<file path="config.mk">
export PLATFORM = sky130hd
export DESIGN_NAME = clksel_ctrl
export DESIGN_NICKNAME = d
export VERILOG_FILES = /design/src/rtl/clksel_pkg.sv /design/src/rtl/edge_sync.sv /design/src/rtl/clksel_ctrl.sv
export SDC_FILE = /design/constraint.sdc
export NUM_CORES = 1
export LEC_CHECK = 0
export BUFFER_PORTS_ARGS = -buffer_cell sky130_fd_sc_hd__buf_2
export CORE_MARGIN = 2
export CORE_UTILIZATION = 58
export DETAILED_ROUTE_END_ITERATION = 7
export PLACE_DENSITY_LB_ADDON = 0.2
export SYNTH_ARGS = -nofsm -noshare
export SYNTH_HDL_FRONTEND = slang
export SYNTH_HIERARCHICAL = 1
export SYNTH_SLANG_ARGS = --single-unit
</file>
<file path="constraint.sdc">
create_clock -name clk -period 1.7 [get_ports clk]
set_input_delay 0.085 -clock clk [delete_from_list [all_inputs] [get_ports clk]]
set_output_delay 0.085 -clock clk [all_outputs]
set_load 0.05 [all_outputs]
</file>
<file path="src/rtl/clksel_pkg.sv">
// Shared definitions for the clock-select controller: default timing
// parameters and the select FSM state type.
package clksel_pkg;

  localparam int unsigned WIN_DEF     = 64;
  localparam int unsigned MINEDGE_DEF = 4;
  localparam int unsigned HOLD_DEF    = 16;

  // Encoding is {switching, select} so both outputs are raw state-flop bits.
  typedef enum logic [1:0] {
    SEL_A  = 2'b00,
    SEL_B  = 2'b01,
    HOLD_A = 2'b10,
    HOLD_B = 2'b11
  } state_t;

endpackage

</file>
<file path="src/rtl/edge_sync.sv">
// Two-flop synchronizer plus one delay flop; pulses d_edge for one clk cycle
// per rising edge of the asynchronous input d.
module edge_sync (
  input  logic clk,
  input  logic rst,
  input  logic d,
  output logic d_edge
);

  logic r_q1;
  logic r_q2;
  logic r_q3;

  always_ff @(posedge clk or posedge rst) begin
    if (rst) begin
      r_q1 <= 1'b0;
      r_q2 <= 1'b0;
      r_q3 <= 1'b0;
    end else begin
      r_q1 <= d;
      r_q2 <= r_q1;
      r_q3 <= r_q2;
    end
  end

  assign d_edge = r_q2 & ~r_q3;

endmodule

</file>
<file path="src/rtl/clksel_ctrl.sv">
// Clock-source monitor and glitch-safe mux select: counts edges of clka/clkb
// per window, flags liveness, and switches select with a frozen HOLD period.
module clksel_ctrl
  import clksel_pkg::*;
#(
  parameter int unsigned WIN     = WIN_DEF,
  parameter int unsigned MINEDGE = MINEDGE_DEF,
  parameter int unsigned HOLD    = HOLD_DEF
) (
  input  logic clk,
  input  logic rst,
  input  logic clka,
  input  logic clkb,
  input  logic pref,
  output logic select,
  output logic a_ok,
  output logic b_ok,
  output logic switching,
  output logic fault
);

  localparam int unsigned WW = $clog2(WIN);
  localparam int unsigned EW = $clog2(MINEDGE + 1);
  localparam int unsigned HW = $clog2(HOLD + 1);

  localparam logic [WW-1:0] WLAST = WW'(WIN - 1);
  localparam logic [EW-1:0] EMAX  = EW'(MINEDGE);
  localparam logic [HW-1:0] HLAST = HW'(HOLD - 1);

  logic          w_a_edge;
  logic          w_b_edge;
  logic          w_wend;
  logic [WW-1:0] r_wcnt;
  logic [EW-1:0] r_acnt;
  logic [EW-1:0] r_bcnt;
  logic [EW-1:0] w_acnt_nxt;
  logic [EW-1:0] w_bcnt_nxt;
  logic          r_a_ok;
  logic          r_b_ok;
  logic          r_fault;
  state_t        r_state;
  state_t        w_state_nxt;
  logic [HW-1:0] r_hcnt;
  logic [HW-1:0] w_hcnt_nxt;

  edge_sync u_sync_a (
    .clk    (clk),
    .rst    (rst),
    .d      (clka),
    .d_edge (w_a_edge)
  );

  edge_sync u_sync_b (
    .clk    (clk),
    .rst    (rst),
    .d      (clkb),
    .d_edge (w_b_edge)
  );

  function automatic logic [EW-1:0] sat_inc(input logic [EW-1:0] cnt, input logic inc);
    sat_inc = (inc && (cnt != EMAX)) ? cnt + EW'(1) : cnt;
  endfunction

  assign w_wend     = (r_wcnt == WLAST);
  assign w_acnt_nxt = sat_inc(r_acnt, w_a_edge);
  assign w_bcnt_nxt = sat_inc(r_bcnt, w_b_edge);

  // Saturation at MINEDGE turns ">= MINEDGE" into a plain equality test,
  // and the verdict uses the incremented count so a last-cycle edge counts.
  always_ff @(posedge clk or posedge rst) begin
    if (rst) begin
      r_wcnt  <= '0;
      r_acnt  <= '0;
      r_bcnt  <= '0;
      r_a_ok  <= 1'b0;
      r_b_ok  <= 1'b0;
      r_fault <= 1'b0;
    end else if (w_wend) begin
      r_wcnt  <= '0;
      r_acnt  <= '0;
      r_bcnt  <= '0;
      r_a_ok  <= (w_acnt_nxt == EMAX);
      r_b_ok  <= (w_bcnt_nxt == EMAX);
      r_fault <= (w_acnt_nxt != EMAX) && (w_bcnt_nxt != EMAX);
    end else begin
      r_wcnt  <= r_wcnt + WW'(1);
      r_acnt  <= w_acnt_nxt;
      r_bcnt  <= w_bcnt_nxt;
    end
  end

  always_ff @(posedge clk or posedge rst) begin
    if (rst) begin
      r_state <= SEL_A;
      r_hcnt  <= '0;
    end else begin
      r_state <= w_state_nxt;
      r_hcnt  <= w_hcnt_nxt;
    end
  end

  always_comb begin
    w_state_nxt = r_state;
    w_hcnt_nxt  = '0;
    case (r_state)
      SEL_A: begin
        if (!r_fault && r_b_ok && (pref || !r_a_ok)) w_state_nxt = HOLD_B;
      end
      SEL_B: begin
        if (!r_fault && r_a_ok && (!pref || !r_b_ok)) w_state_nxt = HOLD_A;
      end
      HOLD_A: begin
        if (r_hcnt == HLAST) w_state_nxt = SEL_A;
        else                 w_hcnt_nxt  = r_hcnt + HW'(1);
      end
      HOLD_B: begin
        if (r_hcnt == HLAST) w_state_nxt = SEL_B;
        else                 w_hcnt_nxt  = r_hcnt + HW'(1);
      end
      default: w_state_nxt = SEL_A;
    endcase
  end

  assign select    = r_state[0];
  assign switching = r_state[1];
  assign a_ok      = r_a_ok;
  assign b_ok      = r_b_ok;
  assign fault     = r_fault;

endmodule

</file>
# Yosys cells after proc, flatten, opt, wreduce, memory -nomap -nowiden
# Index checks and enable logic that the tools add are counted.
dict set report totals {
  register_bits 28
  input_bits 5
  out_inout_bits 5
  word_cells 65
}
dict set report classes {
  add_sub_neg 4
  n_eq_ne 15
  n_mux 12
  bitwise_logic 4
  n_reduce_logical 16
}
# operator count
set op_table {}
lappend op_table {{3-bit 2-to-1 mux} 4}
lappend op_table {{3-bit != test, second input constant} 4}
lappend op_table {{5-bit 2-to-1 mux} 2}
lappend op_table {{2-bit 2-to-1 mux} 4}
lappend op_table {{2-bit != test, second input constant} 4}
lappend op_table {{2-bit one-hot mux with 4 select lines} 1}
lappend op_table {{1-bit logical AND} 7}
lappend op_table {{3-bit by 1-bit adder with 3-bit output, second input constant} 2}
lappend op_table {{6-bit by 1-bit adder with 6-bit output, second input constant} 1}
lappend op_table {{3-bit == test, second input constant} 2}
lappend op_table {{6-bit == test, second input constant} 1}
lappend op_table {{6-bit 2-to-1 mux} 1}
lappend op_table {{5-bit by 1-bit adder with 5-bit output, second input constant} 1}
lappend op_table {{5-bit by 4-bit == test with 1-bit output, second input constant} 1}
lappend op_table {{2-bit == test, second input constant} 2}
lappend op_table {{1-bit zero test} 4}
lappend op_table {{4-bit AND reduction} 1}
lappend op_table {{1-bit AND} 2}
lappend op_table {{2-bit by 1-bit == test with 1-bit output, second input constant} 1}
lappend op_table {{2-bit zero test} 1}
lappend op_table {{1-bit logical OR} 2}
lappend op_table {{1-bit inverter} 2}
lappend op_table {{2-bit OR reduction} 1}

# Logic depth before layout (Yosys ltp)
# Gate-level depths: netlist of run 1.
dict set report logic_depth {
  word_depth 6
  mapped_depth 7
  depth_no_buf 7
}

# Modules after synthesis
# The synthesis of run 1 kept the hierarchy.
# module n_inst cells_each area_each_um2 seq_area_each_um2
set modules_own_cells {}
lappend modules_own_cells {clksel_ctrl 1 109 1151.1 550.5}
lappend modules_own_cells {edge_sync 2 5 92.6 75.1}

# Worst setup path before layout of run 1
# OpenSTA, ideal clock, no wires.
dict set report synth_path {
  kind {register to register}
  from {register r_state[0]}
  to {register r_state[0]}
  setup_time_ns 0.135
  t_arrival_ns 1.606
  required_time_ns 1.565
  setup_slack_ns -0.041
  path_stages_with_launch 6
  n_path_buf 0
  synth_period_minus_slack_ns 1.741
  path_cell_list {dfrtp_1 > inv_1 > ha_1 > o22ai_1 > o21ai_0 > mux2i_1}
}
dict set report synth_via {
  elab_chain_cells 3
  word_cells_on_any_way 10
  classes_between {7 x eq/ne; 1 x mux; 2 x reduce/logical}
}
# element line_no
set synth_rtl {}
lappend synth_rtl {{start: declaration} clksel_ctrl.sv:41} ;# state_t r_state;
lappend synth_rtl {{start signal: assignment} clksel_ctrl.sv:97} ;# r_state <= w_state_nxt;
lappend synth_rtl {{2-bit == test (tied with other cells)} clksel_ctrl.sv:105} ;# case (r_state)
lappend synth_rtl {{2-bit != test (no source line)} --}
lappend synth_rtl {{4-bit AND reduction (no source line)} --}
# Several ways; a longest one is shown, not always the timed one.
# A chain may end at the register's enable or synchronous reset.

# Worst setup path after layout of run 1
dict set report layout_path {
  from {register r_acnt[0]}
  to {register r_a_ok, in the netlist a_ok}
}
dict set report layout_via {
  elab_chain_cells 4
  word_cells_on_any_way 5
  classes_between {1 x add/sub; 2 x eq/ne; 1 x mux; 1 x reduce/logical}
}
# element line_no
set layout_rtl {}
lappend layout_rtl {{start: declaration} clksel_ctrl.sv:34} ;# logic [EW-1:0] r_acnt;
lappend layout_rtl {{start signal: assignment} clksel_ctrl.sv:87} ;# r_acnt <= w_acnt_nxt;
lappend layout_rtl {{parallel branches: the longest is 2 deep, another holds 3-bit by 1-bit adder with 3-bit output} --}
lappend layout_rtl {{3-bit 2-to-1 mux (*)} clksel_ctrl.sv:61} ;# sat_inc = (inc && (cnt != EMAX)) ? cnt + EW'(1) : cnt;
lappend layout_rtl {{3-bit == test (*)} clksel_ctrl.sv:82} ;# r_a_ok <= (w_acnt_nxt == EMAX);
lappend layout_rtl {{end signal: assignment} clksel_ctrl.sv:82}
lappend layout_rtl {{end: declaration} clksel_ctrl.sv:38} ;# logic r_a_ok;
# Mark *: on every way between the ends.

==> results.yml, run 1 <==
logic_synthesis:
  synthArstFlopShare_pct: 100
  netlist_area_um2: 1340
  avgSynthCellArea_um2: 11.2
  synthesis.instances: 119
  ys_types: 26
  synth-seq-area-share_pct: 52.4
  synth-main-ff-cell: "dfrtp_1"
  post-synth-top-count-cell: "dfrtp_1"
  synthTopCellsByArea: "dfrtp_1 (52%), ha_1 (9.4%), nor2_1 (5.1%)"
  synth-seq-cells: 28
  syn_nets: 134
  synthTopCellsByCount: "dfrtp_1 (28), nor2_1 (18), inv_1 (13)"
  yosysTopAreaCellShare_pct: 52.4
  synth_area_leader_cell: "dfrtp_1"
  synth_edf_count: 0
  yosysWarnings: 6
global_routing:
  grt_overflow: 0
  grt_pass1_wl_mm: 3.83
  grt_antenna_before_repair: 0
  grt_usage_pct: 19.4
  grt_pass1_vias: 895
  grt_max_degree: 23
timing:
  worst_pin_slew_ns: 0.348
  slew_viol_final: 0
  rsz0062_at_grt: "no"
  hold_viol_final: 0
  setup_tns_ns: 0
  whs_ns: 0.194
  fmax_ghz: 0.631
  fin_crit_sh_pct: 93.3
  finalSetupViolCount: 0
  clock_skew_ns: 0.0151
  slew_headroom_pct: 76.6
  period_minus_slack_ns: 1.59
cells_and_area:
  fillers: 162
  antennaDiodeCount: 0
  final-seq-area_um2: 704
  final_core_utilization_pct: 67.8
  nets: 152
  drive_gt1_share_pct: 19.1
  area_delta_synth_final_pct: 11.2
  multiInputGateArea_um2: 572
power_and_ir_drop:
  p_leak_uw: 0.000739
  max-vdd-ir-drop_mv: 1.02
  powerDensity_nw_per_um2: 1050
routing:
  drt-total-wl_mm: 2.15
  viasPerCell: 5.32
  post-route-drc-count: 0
  wl_per_cell_um: 13.1
  drt_pass1_iterations: 4
  drt_iter0_drc: 11
  via_count: 872
  detail-route-antenna-nets: 0
worst_setup_path:
  endpoint_kind: "flip-flop"
  worstPathCellList: "inv_1, ha_1, a21boi_2, nor3_1, a31oi_1, nor2_1, mux2_4"
  worst_ep_required_time_ns: 1.93
  path_delay_family: "flip-flops"
  critPathLaunchType: "flip-flop"
  crit_fanout: 5
  cp_num_buf_inv: 1
  crit_type: "flip-flop to flip-flop"
  cpPeakStageDelay_ns: 0.43
  cp_slowest_cell: "dfrtp_2"
  critPathArrivalTime_ns: 1.82
die:
  start_util_pct: 61.0
  die_width_um: 52
  dieArea_um2: 2700
  ios: 10
  die_h_um: 52
  rows: 17
  core_um2: 2190
place:
  gp_congestion: 0.804
  port_buffers: 9
  hpwl_mm: 1.58
clock_network:
  numCtsBuffers: 3
  cts_tree: "built"
  root_buffer: "clkbuf_4"
  clock_latency_ns: 0.32
  htreeDepth: 1
  numClockSinks: 28
  cts_setup_buffers: 0
  clock_path_buffers: 2
  path_clk_slew_ns: 0.15
worst_hold_path:
  hold_class: "primary input to async pin"
run_status:
  status: "finished clean"
job:
  max_cap_violations: 0
==> worst register-to-register path: stages (launching register included) <==
cell,delay [ns]
dfrtp_2,0.43
inv_1,0.07
ha_1,0.22
a21boi_2,0.24
nor3_1,0.07
a31oi_1,0.14
nor2_1,0.08
mux2_4,0.26
==> worst paths after layout <==
| path | end | startpoint | cells past startpoint | slack [ns] |
|---|---|---|---|---|
| hold / removal | u_sync_b/r_q3$_DFF_PP0_ | rst | 3 | 0.19 |
| hold reg to reg | u_sync_a/r_q2$_DFF_PP0_ | u_sync_a/r_q1$_DFF_PP0_ | 0 | 0.36 |
| min in group clk | u_sync_a/r_q2$_DFF_PP0_ | u_sync_a/r_q1$_DFF_PP0_ | 0 | 0.36 |
| setup reg to reg | a_ok$_DFFE_PP0N_ | r_acnt[0]$_DFF_PP0_ | 7 | 0.11 |
| setup / recovery | a_ok$_DFFE_PP0N_ | r_acnt[0]$_DFF_PP0_ | 7 | 0.11 |
| max in group asynchronous | r_acnt[0]$_DFF_PP0_ | rst | 4 | 1.11 |
==> cells in the final DEF, fill, tap and decap left out, types with 2 or more instances in the layout <==
cell / instances
dfrtp_2: 3
mux2_4: 2
dfrtp_1: 25
xor2_1: 3
nand3_1: 7
buf_4: 2
a21oi_1: 6
inv_1: 13
nor2b_4: 2
o21ai_0: 2
nand2_1: 3
nand3b_1: 2
ha_1: 10
dlygate4sd3_1: 3
xnor2_1: 4
buf_2: 9
mux2i_1: 4
nor2_1: 18
clkbuf_4: 3
and3_4: 2
nand2b_1: 2
==> through the flow <==
stage          setup slack (ns)  total power [uW]  cells  area [um2]
2_1_floorplan             0.124              1150    119        1340
3_3_place_gp              0.177              1200    157        1420
3_5_place_dp             0.0729              1250    157        1420
4_1_cts                  0.0615              1560    164        1490
5_1_grt                  0.0109              1640    164        1490
6_report                  0.114              1560    164        1490
==> metal layers <==
| layer | wire, um | global-route usage (%) | vias to the layer above |
|---|---|---|---|
| met5 | 0 | 0 | - |
| met4 | 30 | 9.21 | 0 |
| met3 | 73 | 3.16 | 4 |
| met1 | 999 | 24.2 | 415 |
| li1 | - | - | 436 |
| met2 | 1050 | 32.5 | 17 |
==> repair_timing <==
item                                    in CTS  in global routing
endpoints found under the setup margin       0                  4
resized for setup                            0                  2
hold buffers                                 3                  0
hold endpoints to repair                    30                  0
==> where the power goes <==
group | switching [uW] | total, uW | internal [uW]
Sequential | 73.0 | 820 | 747
Clock | 184 | 315 | 131
Combinational | 239 | 421 | 182
==> sequential cells by signal, indices dropped and copies added (netlist names), 2 cells and up <==
name / cells
r_acnt: 3
r_hcnt: 5
r_bcnt: 3
r_wcnt: 6
r_state: 2
==> final cells by class <==
type	count	share of cell area, %
Timing Repair Buffer	14	6.06
Inverter	13	3.28
Sequential cell	28	47.4
Multi-Input combinational cell	77	38.5
Clock buffer	4	2.44
Tap cell	28	2.36
==> logic make-up (layout without fill, tap and decap cells) <==
logic type,Yosys count,after routing,synth area share [%]
and+or+nand+nor,38,38,15.4
DFF,28,28,52.4
buffers and inverters,14,31,4.78
muxes,6,6,5.24
xor gates and xnor gates,7,7,4.59
adders and majority gates,10,10,9.36
AOI/OAI and AO/OA,16,16,8.24
No activity file was read; power rests on OpenSTA's default activity.
==> inputs of run 2 (changes only) <==
--- a/config.mk
+++ b/config.mk
@@ -10,6 +10,7 @@
 export CORE_UTILIZATION = 58
 export DETAILED_ROUTE_END_ITERATION = 7
 export PLACE_DENSITY_LB_ADDON = 0.2
+export RECOVER_POWER = 100
 export SYNTH_ARGS = -nofsm -noshare
 export SYNTH_HDL_FRONTEND = slang
 export SYNTH_HIERARCHICAL = 1
==> run 2 against run 1 <==
Non-clock buffer count stayed put. Register-to-register slack worse by 0.03 ns. Cell area is 1.1% lower. Sequential share of layout area is 0.52 points higher. Hold slack worse by 0.011 ns. Clock power hardly changed. Fmax is 1.6% lower. Cell count stayed put.
==> results.yml, run 2 (synthesis results as in run 1) <==
power_and_ir_drop:
  p_switching_uw: 494
  p_leak_uw: 0.000717
  max-vdd-ir-drop_mv: 1.01
  p_seq_share_pct: 52.8
  powerDensity_nw_per_um2: 1060
  p_comb_share_pct: 26.9
  swShare_pct: 31.8
  clock_power_share_pct: 20.3
  internal-power_uw: 1060
clock_network:
  clock_latency_ns: 0.32
  root_buffer: "clkbuf_4"
  clock_path_buffers: 2
  numCtsBuffers: 3
  cts_tree: "built"
  cts_setup_buffers: 0
  numClockSinks: 28
  path_clk_slew_ns: 0.15
  htreeDepth: 1
cells_and_area:
  final_common_cell: "dfrtp_1"
  multiInputGateArea_um2: 567
  fillers: 168
  area_delta_synth_final_pct: 10.0
  fin_area_um2: 1470
  drive_gt1_share_pct: 13.2
  final-seq-area_um2: 704
  nets: 152
  top_register: "r_wcnt"
  reg_top3: "r_wcnt (6), r_hcnt (5)"
  antennaDiodeCount: 0
  final_cell_mix: "dfrtp_1 (25), nor2_1 (18), inv_1 (13), ha_1 (10)"
  largest_reg_flops: 6
worst_setup_path:
  critPathLaunchType: "flip-flop"
  crit_fanout: 10
  endpoint_kind: "flip-flop"
  worst_ep_required_time_ns: 1.93
  r2r_slack_ns: 0.09
  critPathArrivalTime_ns: 1.84
  r2r_cells: 3
  crit_type: "flip-flop to flip-flop"
timing:
  worst_pin_slew_ns: 0.589
  slew_viol_final: 0
  fmax_ghz: 0.621
  period_minus_slack_ns: 1.61
  rsz0062_at_grt: "no"
  hold_viol_final: 0
  slew_headroom_pct: 60.9
  fin_ws_ns: 0.0890
  whs_ns: 0.183
  clock_skew_ns: 0.0133
  fin_crit_sh_pct: 94.8
  setup_tns_ns: 0
  finalSetupViolCount: 0
global_routing:
  grt_antenna_before_repair: 0
  grt_usage_pct: 19.4
  grt_pass1_vias: 895
  grt_pass1_wl_mm: 3.83
  grt_max_degree: 23
  grt_overflow: 0
die:
  ios: 10
  start_util_pct: 61.0
  die_width_um: 52
  dieArea_um2: 2700
  die_h_um: 52
  core_um2: 2190
  rows: 17
run_status:
  status: "finished clean"
routing:
  highest_layer: "met4"
  wl_met3_um: 59
  wl_per_cell_um: 13.1
  drt_iter0_drc: 10
  drt-total-wl_mm: 2.14
  viasPerCell: 5.32
  post-route-drc-count: 0
  drt_pass1_iterations: 4
  met2_length_mm: 1.04
  detail-route-antenna-nets: 0
  drt-met1-wl_mm: 1.01
  via_count: 873
place:
  dpl_cell_area_um2: 1420
  gp_congestion: 0.804
  hpwl_mm: 1.58
  port_buffers: 9
  pre_cts_ws_ns: 0.0729
worst_hold_path:
  hold_class: "primary input to async pin"
job:
  max_cap_violations: 0
-- run 2: changes by cell type in the layout (fill, tap and decap cells not counted), sizes merged --
cell / previous run / this run
clkbuf: 4 / 11
buf: 11 / 4
-- run 2: path summary, 6_finish.rpt --
check                                   startpoint                 endpoint
hold / removal                                 rst  u_sync_b/r_q3$_DFF_PP0_
min in group clk           u_sync_a/r_q1$_DFF_PP0_  u_sync_a/r_q2$_DFF_PP0_
setup / recovery               r_wcnt[0]$_DFF_PP0_         a_ok$_DFFE_PP0N_
setup reg to reg               r_wcnt[0]$_DFF_PP0_         a_ok$_DFFE_PP0N_
hold reg to reg            u_sync_a/r_q1$_DFF_PP0_  u_sync_a/r_q2$_DFF_PP0_
max in group asynchronous                      rst      r_acnt[0]$_DFF_PP0_
-- run 2: cell type report --
class,count,area share (%)
Clock buffer,4,2.47
Inverter,13,3.32
Timing Repair Buffer,14,5.36
Sequential cell,28,47.9
Multi-Input combinational cell,77,38.6
Tap cell,28,2.38
-- run 2: power groups by stage --
stage | clock network (uW) | logic, uW | registers [uW]
floorplan | 0 | 333 | 815
global placement | 0 | 380 | 824
detailed placement | 0 | 417 | 829
CTS | 323 | 425 | 817
global route | 337 | 477 | 831
finish | 315 | 418 | 820
-- run 2: worst max-delay path: stages (launching register included) --
cell and delay, ns:
dfrtp_1 0.45, ha_1 0.28, and3_1 0.45, mux2_4 0.34
-- run 2: metal layers --
layer / global-route usage [%] / vias to the layer above
met5: 0 / -
met4: 9.21 / 0
met3: 3.16 / 4
met2: 32.5 / 12
met1: 24.2 / 422
li1: - / 435
-- run 2: metrics by stage --
step           power [uW]  cells  utilization (%)
2_1_floorplan        1150    119                -
6_report             1550    164             67.1
3_3_place_gp         1200    157             64.8
3_5_place_dp         1250    157             64.8
5_1_grt              1640    164             67.1
4_1_cts              1560    164             67.8
-- run 2: what timing repair did --
item / CTS / global route
setup endpoints to repair: 0 / 4
hold buffers: 3 / 0
resized for setup: 0 / 2
endpoints found under the hold margin: 30 / 0
==> inputs of run 3 (changes only) <==
--- a/config.mk
+++ b/config.mk
@@ -6,8 +6,7 @@
 export NUM_CORES = 1
 export LEC_CHECK = 0
 export BUFFER_PORTS_ARGS = -buffer_cell sky130_fd_sc_hd__buf_2
-export CORE_MARGIN = 2
-export CORE_UTILIZATION = 58
+export CORE_UTILIZATION = 62
 export DETAILED_ROUTE_END_ITERATION = 7
 export PLACE_DENSITY_LB_ADDON = 0.2
 export RECOVER_POWER = 100
@@ -15,3 +14,4 @@
 export SYNTH_HDL_FRONTEND = slang
 export SYNTH_HIERARCHICAL = 1
 export SYNTH_SLANG_ARGS = --single-unit
+export TNS_END_PERCENT = 30
==> constraint.sdc (replaced) <==
create_clock -name clk -period 1.95 [get_ports clk]
set_input_delay 0.0975 -clock clk [delete_from_list [all_inputs] [get_ports clk]]
set_output_delay 0.0975 -clock clk [all_outputs]
set_load 0.05 [all_outputs]
==> run 3 against run 2 <==
Critical path depth grew 4. Worst setup slack gained 0.11 ns. Register-to-register slack better by 0.11 ns. Clock power fell by 13%. Hold slack got worse by 0.010 ns. Cell count fell by 1.8%. Clock skew shrank 0.011 ns. Via count down 0.34%. Routed wire length grew 5.7%. Non-clock buffer count down 2. Critical path type unchanged.
==> results.yml, run 3 (synthesis results as in run 1) <==
timing:
  period_minus_slack_ns: 1.75
  rsz0062_at_grt: "no"
  worst_pin_slew_ns: 0.842
  finalSetupViolCount: 0
  setup_tns_ns: 0
  slew_headroom_pct: 43.8
  hold_viol_final: 0
  fmax_ghz: 0.571
  clock_skew_ns: 0.00187
  slew_viol_final: 0
  whs_ns: 0.173
  fin_crit_sh_pct: 89.9
  fin_ws_ns: 0.198
die:
  start_util_pct: 66.8
  die_h_um: 48.4
  ios: 10
  dieArea_um2: 2340
  rows: 16
  core_um2: 2000
  die_width_um: 48.4
place:
  pre_cts_ws_ns: 0.205
  placed_cells: 154
  port_buffers: 9
  hpwl_mm: 1.67
  gp_congestion: 0.764
clock_network:
  htreeDepth: 1
  cts_tree: "built"
  clock_path_buffers: 2
  numCtsBuffers: 3
  numClockSinks: 28
  path_clk_slew_ns: 0.14
  root_buffer: "clkbuf_4"
  clock_latency_ns: 0.32
worst_setup_path:
  endpoint_kind: "flip-flop"
  path_delay_family: "flip-flops"
  r2r_cells: 7
  crit_fanout: 5
  crit_type: "flip-flop to flip-flop"
  critPathLaunchType: "flip-flop"
  worst_ep_required_time_ns: 2.17
  r2r_start: "r_acnt[0]$_DFF_PP0_"
  reg2reg_to: "a_ok$_DFFE_PP0N_"
  worstPathCellList: "inv_1, ha_1, a21boi_2, nor3_1, a31oi_1, nor2_1, mux2_4"
  cpPeakStageDelay_ns: 0.49
  cp_num_buf_inv: 1
  r2r_slack_ns: 0.20
  cp_slowest_cell: "dfrtp_1"
  critPathArrivalTime_ns: 1.98
cells_and_area:
  reg_top3: "r_wcnt (6), r_hcnt (5)"
  drive_gt1_share_pct: 9.70
  antennaDiodeCount: 0
  top_register: "r_wcnt"
  largest_reg_flops: 6
  nets: 150
  final_cell_mix: "dfrtp_1 (28), nor2_1 (18), inv_1 (13), ha_1 (10), nand3_1 (7)"
  area_delta_synth_final_pct: 8.52
  final_cells: 161
  final_common_cell: "dfrtp_1"
global_routing:
  grt_overflow: 0
  grt_pass1_wl_mm: 4.05
  grt_max_degree: 23
  grt_antenna_before_repair: 0
  grt_usage_pct: 22.6
  grt_pass1_vias: 943
run_status:
  status: "finished clean"
routing:
  post-route-drc-count: 0
  via_count: 870
  drt_pass1_iterations: 4
  drt_iter0_drc: 17
  viasPerCell: 5.40
  drt-total-wl_mm: 2.27
  detail-route-antenna-nets: 0
  wl_per_cell_um: 14.1
power_and_ir_drop:
  total_power_uw: 1350
  max-vdd-ir-drop_mv: 0.850
  p_leak_uw: 0.000714
  powerDensity_nw_per_um2: 933
job:
  max_cap_violations: 0
worst_hold_path:
  hold_class: "primary input to async pin"
run 3: final cells by class:
class / count / area [um2]
timing repair buffer: 12 / 67.6
clock buffer: 4 / 36.3
fill: 153 / 552
multi-input combinational: 77 / 563
inverter: 13 / 48.8
tap: 27 / 33.8
sequential: 28 / 701
run 3: worst max-delay path by stage:
| stage | startpoint | end | depth (start not counted) |
|---|---|---|---|
| CTS | r_acnt[0]$_DFF_PP0_ | a_ok$_DFFE_PP0N_ | 7 |
| floorplan | r_state[0]$_DFFE_PP0P_ | r_state[0]$_DFFE_PP0P_ | 5 |
| global route | r_acnt[0]$_DFF_PP0_ | a_ok$_DFFE_PP0N_ | 7 |
| global placement | r_acnt[0]$_DFF_PP0_ | a_ok$_DFFE_PP0N_ | 7 |
| finish | r_acnt[0]$_DFF_PP0_ | a_ok$_DFFE_PP0N_ | 7 |
| detailed placement | r_acnt[0]$_DFF_PP0_ | a_ok$_DFFE_PP0N_ | 7 |
run 3: tightest hold or removal path, stage by stage:
cell and delay, ns:
dlygate4sd3_1 0.53, clkbuf_1 0.12, inv_1 0.11
run 3: per-stage QoR:
| step | cell area [um2] | util (%) |
|---|---|---|
| finish | 1450 | 72.4 |
| global route | 1450 | 72.4 |
| CTS | 1470 | 73.3 |
| detailed placement | 1400 | 69.9 |
| global placement | 1400 | 69.9 |
| floorplan | 1340 | - |
run 3: report_power, final:
part	internal (uW)	switching (uW)	leakage, uW
Combinational	155	205	0.000349
Sequential	649	70.6	0.000344
Clock	114	160	0.0000210
Total	918	435	0.000714
run 3: routing by layer:
metal | share of wire (%) | track usage, % | routed length, um | vias up
met5 | 0 | 0 | 0 | -
met4 | 1.6 | 8.33 | 36 | 0
met3 | 1.6 | 3.14 | 36 | 5
met2 | 52 | 39.9 | 1170 | 11
met1 | 45 | 28.3 | 1020 | 429
li1 | - | - | - | 425
run 3: what timing repair did:
item,in CTS,in global routing
gates resized for setup,0,0
hold buffers,3,0
hold endpoints to repair,30,0
setup buffers,0,0
